**config.mk**
```make
export PLATFORM = sky130hd
export DESIGN_NAME = jt51_mix_acc
export DESIGN_NICKNAME = d
export VERILOG_FILES = /design/src/rtl/jt51_mix_pkg.sv /design/src/rtl/jt51_mix_fmt.sv /design/src/rtl/jt51_mix_sh.sv /design/src/rtl/jt51_mix_acc.sv
export SDC_FILE = /design/constraint.sdc
export NUM_CORES = 1
export LEC_CHECK = 0
export CORE_MARGIN = 2
export CORE_UTILIZATION = 52
export DETAILED_ROUTE_END_ITERATION = 6
export PLACE_DENSITY_LB_ADDON = 0.1
export REMOVE_ABC_BUFFERS = 1
export SYNTH_ARGS = -nofsm -noshare
export SYNTH_HDL_FRONTEND = slang
export SYNTH_SLANG_ARGS = --single-unit
```
**constraint.sdc**
```tcl
create_clock -name clk -period 3.9 [get_ports clk]
set_input_delay 0.585 -clock clk [delete_from_list [all_inputs] [get_ports clk]]
set_output_delay 0.585 -clock clk [all_outputs]
set_load 0.02 [all_outputs]
```
**src/rtl/jt51_mix_pkg.sv**
```systemverilog
// Shared widths, connection-algorithm codes and saturation limits for the
// jt51 channel accumulator / stereo mixer.
package jt51_mix_pkg;

   localparam int unsigned WIDTH   = 16;
   localparam int unsigned STAGES  = 8;
   localparam int unsigned OP_W    = 14;
   localparam int unsigned NOISE_W = 10;
   localparam int unsigned MAN_W   = 10;
   localparam int unsigned EXP_W   = 3;

   localparam logic [2:0] CON_ALG4 = 3'd4;
   localparam logic [2:0] CON_ALG5 = 3'd5;
   localparam logic [2:0] CON_ALG6 = 3'd6;
   localparam logic [2:0] CON_ALG7 = 3'd7;

   localparam logic [WIDTH-1:0] SAT_POS = 16'h7FFF;
   localparam logic [WIDTH-1:0] SAT_NEG = 16'h8000;

   typedef struct packed {
      logic [EXP_W-1:0] exp;
      logic [MAN_W-1:0] man;
   } dac_t;

endpackage

```
**src/rtl/jt51_mix_fmt.sv**
```systemverilog
// DAC-format round trip: linear -> (10-bit mantissa, 3-bit exponent) -> linear,
// truncating the bits the DAC would drop.
module jt51_mix_fmt
   import jt51_mix_pkg::*;
(
   input  logic [WIDTH-1:0] lin_i,
   output logic [WIDTH-1:0] lin_c
);

   // Smallest exponent whose mantissa still carries the whole magnitude.
   function automatic dac_t lin2exp(input logic [WIDTH-1:0] lin);
      dac_t             r;
      logic             found;
      logic [WIDTH-1:0] hi;
      r.exp = EXP_W'(7);
      r.man = lin[WIDTH-1:WIDTH-MAN_W];
      found = 1'b0;
      for (int e = 1; e <= 7; e++) begin
         hi = WIDTH'($signed(lin) >>> (8 + e));
         if (!found && (hi == '0 || hi == '1)) begin
            found = 1'b1;
            r.exp = EXP_W'(e);
            r.man = MAN_W'(lin >> (e - 1));
         end
      end
      return r;
   endfunction

   function automatic logic [WIDTH-1:0] exp2lin(input dac_t d);
      logic [WIDTH-1:0] ext;
      ext = {{(WIDTH-MAN_W){d.man[MAN_W-1]}}, d.man};
      return (d.exp == '0) ? '0 : ext << (d.exp - 3'd1);
   endfunction

   dac_t dac;

   always_comb begin
      dac   = lin2exp(lin_i);
      lin_c = exp2lin(dac);
   end

endmodule

```
**src/rtl/jt51_mix_sh.sv**
```systemverilog
// Generic shift-register delay line with asynchronous clear; the output is
// the value pushed STAGES clocks earlier.
module jt51_mix_sh #(
   parameter int unsigned WIDTH  = 16,
   parameter int unsigned STAGES = 8
) (
   input  logic             clk,
   input  logic             rst_n,
   input  logic [WIDTH-1:0] din_i,
   output logic [WIDTH-1:0] drop_o
);

   logic [WIDTH-1:0] bits_q [STAGES];

   always_ff @(posedge clk or negedge rst_n) begin
      if (!rst_n) begin
         for (int i = 0; i < STAGES; i++) bits_q[i] <= '0;
      end else begin
         bits_q[0] <= din_i;
         for (int i = 1; i < STAGES; i++) bits_q[i] <= bits_q[i-1];
      end
   end

   assign drop_o = bits_q[STAGES-1];

endmodule

```
**src/rtl/jt51_mix_acc.sv**
```systemverilog
// Per-channel operator accumulator over an 8-slot delay line, followed by the
// left/right channel mixer and DAC-quantised copies of the mixed totals.
module jt51_mix_acc
   import jt51_mix_pkg::*;
(
   input  logic                      clk,
   input  logic                      rst,
   input  logic                      m1_enters,
   input  logic                      m2_enters,
   input  logic                      c1_enters,
   input  logic                      c2_enters,
   input  logic                      op31_acc,
   input  logic [1:0]                rl_I,
   input  logic [2:0]                con_I,
   input  logic signed [OP_W-1:0]    op_out,
   input  logic                      ne,
   input  logic signed [NOISE_W-1:0] noise,
   output logic signed [WIDTH-1:0]   left,
   output logic signed [WIDTH-1:0]   right,
   output logic signed [WIDTH-1:0]   xleft,
   output logic signed [WIDTH-1:0]   xright
);

   logic [WIDTH-1:0] op_val_c;
   logic             sum_en_c;
   logic [WIDTH-1:0] total;
   logic [WIDTH:0]   sum_wide_c;
   logic [WIDTH-1:0] opsum_c;

   logic [WIDTH-1:0] pre_left_q,  pre_left_d;
   logic [WIDTH-1:0] pre_right_q, pre_right_d;
   logic [WIDTH-1:0] xleft_q,     xleft_d;
   logic [WIDTH-1:0] xright_q,    xright_d;
   logic             sum_all_q,   sum_all_d;
   logic [WIDTH-1:0] left_term_c, right_term_c;

   // The noise generator replaces operator 31 when enabled.
   always_comb begin
      if (ne && op31_acc)
         op_val_c = {{(WIDTH-NOISE_W-4){noise[NOISE_W-1]}}, noise, 4'b0000};
      else
         op_val_c = {{(WIDTH-OP_W){op_out[OP_W-1]}}, op_out};
   end

   always_comb begin
      sum_en_c = c2_enters;
      case (con_I)
         CON_ALG4: sum_en_c = m2_enters | c2_enters;
         CON_ALG5,
         CON_ALG6: sum_en_c = ~m1_enters;
         CON_ALG7: sum_en_c = 1'b1;
         default:  sum_en_c = c2_enters;
      endcase
   end

   // C2 restarts a channel; otherwise add with saturation or recirculate.
   always_comb begin
      sum_wide_c = {op_val_c[WIDTH-1], op_val_c} + {total[WIDTH-1], total};
      opsum_c    = total;
      if (c2_enters) begin
         opsum_c = sum_en_c ? op_val_c : '0;
      end else if (sum_en_c) begin
         if (sum_wide_c[WIDTH] != sum_wide_c[WIDTH-1])
            opsum_c = sum_wide_c[WIDTH] ? SAT_NEG : SAT_POS;
         else
            opsum_c = sum_wide_c[WIDTH-1:0];
      end
   end

   jt51_mix_sh #(
      .WIDTH  (WIDTH),
      .STAGES (STAGES)
   ) u_sh (
      .clk    (clk),
      .rst_n  (rst),
      .din_i  (opsum_c),
      .drop_o (total)
   );

   // Mixer: C1 latching wins over the C2 set of sum_all in a shared cycle.
   always_comb begin
      pre_left_d   = pre_left_q;
      pre_right_d  = pre_right_q;
      xleft_d      = xleft_q;
      xright_d     = xright_q;
      sum_all_d    = sum_all_q;
      left_term_c  = rl_I[0] ? total : '0;
      right_term_c = rl_I[1] ? total : '0;
      if (c2_enters) begin
         pre_left_d  = sum_all_q ? pre_left_q  + left_term_c  : left_term_c;
         pre_right_d = sum_all_q ? pre_right_q + right_term_c : right_term_c;
         sum_all_d   = 1'b1;
      end
      if (c1_enters) begin
         xleft_d   = pre_left_q;
         xright_d  = pre_right_q;
         sum_all_d = 1'b0;
      end
   end

   always_ff @(posedge clk or negedge rst) begin
      if (!rst) begin
         pre_left_q  <= '0;
         pre_right_q <= '0;
         xleft_q     <= '0;
         xright_q    <= '0;
         sum_all_q   <= 1'b0;
      end else begin
         pre_left_q  <= pre_left_d;
         pre_right_q <= pre_right_d;
         xleft_q     <= xleft_d;
         xright_q    <= xright_d;
         sum_all_q   <= sum_all_d;
      end
   end

   assign xleft  = xleft_q;
   assign xright = xright_q;

   jt51_mix_fmt u_fmt_l (
      .lin_i (xleft_q),
      .lin_c (left)
   );

   jt51_mix_fmt u_fmt_r (
      .lin_i (xright_q),
      .lin_c (right)
   );

endmodule

```
==> flow_metrics.py, run 1 <==
metrics = {
    "critical_path": {
        "cp.arrival_ns": 3.23,
        "crit_family": "simple AND/OR/NAND/NOR gates",
        "r2r_slack_ns": 0.55,
        "cpMostUsedCell": "buf_4",
        "crit_path_end_kind": "primary output",
        "rr_startpoint": "u_sh.drop_o[1]",
        "worstPathCellList": "buf_4 -> buf_4 -> or3_4 -> nand2_1 -> o21a_2 -> o22ai_4 -> ha_4 -> ha_2 -> nor2b_4 -> and3_1 -> clkdlybuf4s15_1",
        "critPathKind": "flop to primary output",
        "cp.depth": 11,
        "worstPathMaxFanout": 6,
        "r2r_end": "pre_right_q[15]",
        "crit_buf_inv": 3,
        "crit_required_ns": 3.31,
        "worst_setup_path_start_kind": "flop",
        "slowest_delay_ns": 0.42,
        "setup.worst_path.start": "xright[15]",
        "slowest_stage": "or3_4",
        "critPathCapture": "right[0]",
        "r2r_cells": 11,
    },
    "synth": {
        "synthFlopType": "dfrtp_1",
        "yosys_warnings": 0,
        "synthSimpleGateAreaFrac_pct": 16.2,
        "synth_compound_area_share_pct": 19.8,
        "ys_ff_latch": 193,
        "synth_cell_types": 86,
        "synth-xor-area-share_pct": 2.59,
        "synth_edf_count": 0,
        "avgSynthCellArea_um2": 9.76,
        "synthAdderAreaFrac_pct": 6.39,
        "ys_async_sr_fraction_pct": 100,
        "synth-seq-area-share_pct": 42.0,
        "syn-instance-count": 1180,
        "synthMuxAreaShare_pct": 9.41,
        "synth_top_family_by_area": "compound AO/OA/AOI/OAI gates",
        "syn_area_um2": 11500,
    },
    "final_layout": {
        "fillers": 1799,
        "diodes": 0,
        "area_growth_pct": 22.8,
        "drive_gt1_share_pct": 21.1,
        "utilization_pct": 65.0,
        "nets": 1434,
    },
    "clock_tree": {
        "cts_num_sinks": 193,
        "cts_buffers": 17,
        "clk-insertion-delay-late_ns": 0.44,
        "htreeDepth": 4,
        "cts_tree": "yes",
        "cts.clk_slew.worst_paths_ns": 0.08,
        "root_buffer": "clkbuf_16",
        "clock_path_buffers": 2,
    },
    "sta": {
        "relSlewSlack_pct": 43.5,
        "fin_skew_ns": 0.00919,
        "fin_ws_ns": 0.0886,
        "worst_slew_pin_slew_ns": 0.848,
        "fmax_mhz": 262,
        "hold_viol": 0,
        "period_needed_ns": 3.81,
        "setup_violations": 0,
        "period_share_pct": 97.7,
        "maxSlewViolCount": 0,
    },
    "place": {
        "hpwl_mm": 19.6,
        "pre_cts_ws_ns": -0.0667,
        "port_buffers": 100,
        "globalplace.congestion": 0.943,
    },
    "die": {
        "core_area_um2": 21800,
        "rows": 54,
        "die_area_um2": 23300,
        "die_y_um": 153,
        "io_pins": 101,
        "start_util_pct": 52.9,
        "die_x_um": 153,
    },
    "outcome": {
        "status": "finished, final reports clean",
    },
    "min_path": {
        "hold_class": "input pin to asynchronous set/reset pin",
    },
    "detailed_routing": {
        "vias": 9475,
        "viasPerCell": 5.80,
        "routed_wl_mm": 27.2,
        "drt_first_pass_iters": 5,
        "post-route-drc-count": 0,
        "wl_per_cell_um": 16.7,
        "first_iter_violations": 508,
        "postRouteAntennaNets": 0,
    },
    "run": {
        "max_cap_violations": 0,
    },
    "global_routing": {
        "grt_usage_pct": 23.4,
        "grt_pass1_vias": 9143,
        "overflow": 0,
        "grt_max_degree": 109,
        "antenna_found_initial": 0,
        "grt_first_pass_wirelength_mm": 45.1,
    },
}
==> cell type report <==
class                      instances  area, um2  area share, %
clock inverter                    14        185           1.31
tap                              280        350           2.48
multi-input combinational        887       6510           46.0
clock buffer                      18        429           3.04
timing repair buffer             208       1700           12.0
sequential                       193       4830           34.2
inverter                          33        124          0.876
==> cells in the final DEF, fill, tap and decap left out, drive strengths merged, types with 9 or more instances in the layout <==
cell type	Yosys	final
nand2	89	89
and2	43	43
o211ai	13	13
o21a	16	16
clkbuf	37	31
ha	54	54
a31oi	13	13
xor2	10	10
o21ai	60	60
nand3	23	23
dfrtp	193	193
inv	33	39
a221oi	9	9
nor2	101	101
o22ai	9	9
buf	30	125
a21o	17	17
xnor2	24	24
a211oi	22	22
mux2	42	42
a21oi	78	78
o21bai	10	10
and3	16	16
nand2b	18	18
nor3	26	26
or3	10	10
a221o	10	10
nor2b	13	13
mux2i	61	61
clkdlybuf4s50	0	66
==> per-stage QoR <==
| step | instances | TNS (ns) | instance area [um2] | hold WS (ns) |
|---|---|---|---|---|
| 2_1_floorplan | 1113 | -0.964 | 11200 | 0.289 |
| 6_report | 1633 | 0 | 14100 | 0.244 |
| 3_5_place_dp | 1581 | -0.570 | 13200 | 0.335 |
| 3_3_place_gp | 1581 | -0.342 | 13200 | 0.332 |
| 4_1_cts | 1620 | -0.0240 | 14000 | 0.277 |
| 5_1_grt | 1633 | -0.0500 | 14100 | 0.327 |
==> cells by family (layout without fill, tap and decap cells) <==
kind of cell	after synthesis	after routing
buffers and inverters	100	273
adders and majority gates	57	57
AOI/OAI and AO/OA	323	323
xor gates and xnor gates	34	34
and+or+nand+nor	370	370
DFF	193	193
muxes	103	103
==> routing by layer <==
metal	part of all wire, %	vias to the layer above	global-route usage (%)
met3	4.3	43	3.41
li1	-	4610	-
met4	2.4	0	7.85
met1	46	4581	32.5
met2	47	241	38.1
met5	0	-	0
==> Yosys cell counts (6+ instances only) <==
cell type / number / share of area (%)
and3_1: 16 / 0.87
ha_1: 54 / 5.9
clkbuf_1: 37 / 1.2
a311o_1: 6 / 0.52
mux2_2: 41 / 4.0
o21ai_1: 10 / 0.43
o211ai_1: 13 / 0.85
o21ai_0: 50 / 2.2
nor2_1: 100 / 3.3
a21oi_1: 77 / 3.3
o21bai_1: 10 / 0.65
xor2_1: 10 / 0.76
inv_1: 30 / 0.98
mux2i_1: 61 / 5.3
a21o_1: 17 / 1.1
nand3b_1: 6 / 0.39
nand2_1: 88 / 2.9
nor2b_1: 13 / 0.71
a211oi_1: 21 / 1.4
nand3_1: 23 / 1.0
a221oi_1: 9 / 0.68
and2_1: 41 / 2.2
nor3_1: 24 / 1.0
or3_1: 10 / 0.54
dfrtp_1: 193 / 42
nand2b_1: 18 / 0.98
o22ai_1: 6 / 0.33
a221o_1: 10 / 0.87
o21a_1: 16 / 1.0
buf_2: 20 / 0.87
a31oi_1: 13 / 0.71
xnor2_1: 24 / 1.8
==> how the worst min path moves through the flow <==
stage,from,end,slack [ns],cells past startpoint
detailed placement,u_sh.bits_q[123],u_sh.bits_q[107],0.33,0
global route,rst,u_sh.bits_q[96],0.33,1
CTS,rst,u_sh.bits_q[112],0.28,1
finish,rst,u_sh.bits_q[112],0.24,1
global placement,u_sh.bits_q[20],u_sh.drop_o[4],0.33,0
floorplan,rst,pre_left_q[0],0.29,0
==> state kept, by name, indices dropped and copies added, names as in the netlist <==
signal       cells
xright          16
pre_left_q      16
u_sh.bits_q    112
sum_all_q        1
xleft           16
u_sh.drop_o     16
pre_right_q     16
==> worst reg2reg max path, delay by kind of cell (launching register included) <==
| family | cells | cell delay [ns] |
|---|---|---|
| AO/OA/AOI/OAI | 8 | 2.15 |
| flip-flops | 1 | 0.58 |
| adder cells (fa/ha/maj) | 1 | 0.24 |
| AND/OR/NAND/NOR | 1 | 0.20 |
| buffers and inverters | 1 | 0.10 |
==> repair_timing <==
item | in CTS | in global routing
hold buffers | 0 | 0
pin swaps | 3 | 8
setup endpoints to repair | 32 | 32
gates cloned | 0 | 0
setup buffers | 7 | 13
hold endpoints to repair | 0 | 0
resized for setup | 97 | 84
Power of run 1 is left out: the tool's default activity adds up to more than one toggle a clock period on the data nets, which glitch-free logic cannot reach.
==> run 2: changes to the inputs <==
CTS_CLUSTER_SIZE = 8   (was unset)
==> results of run 2 <==
The final DEF is identical to that of run 1; final timing and power are the same.
Power of run 2 is left out for the same reason.
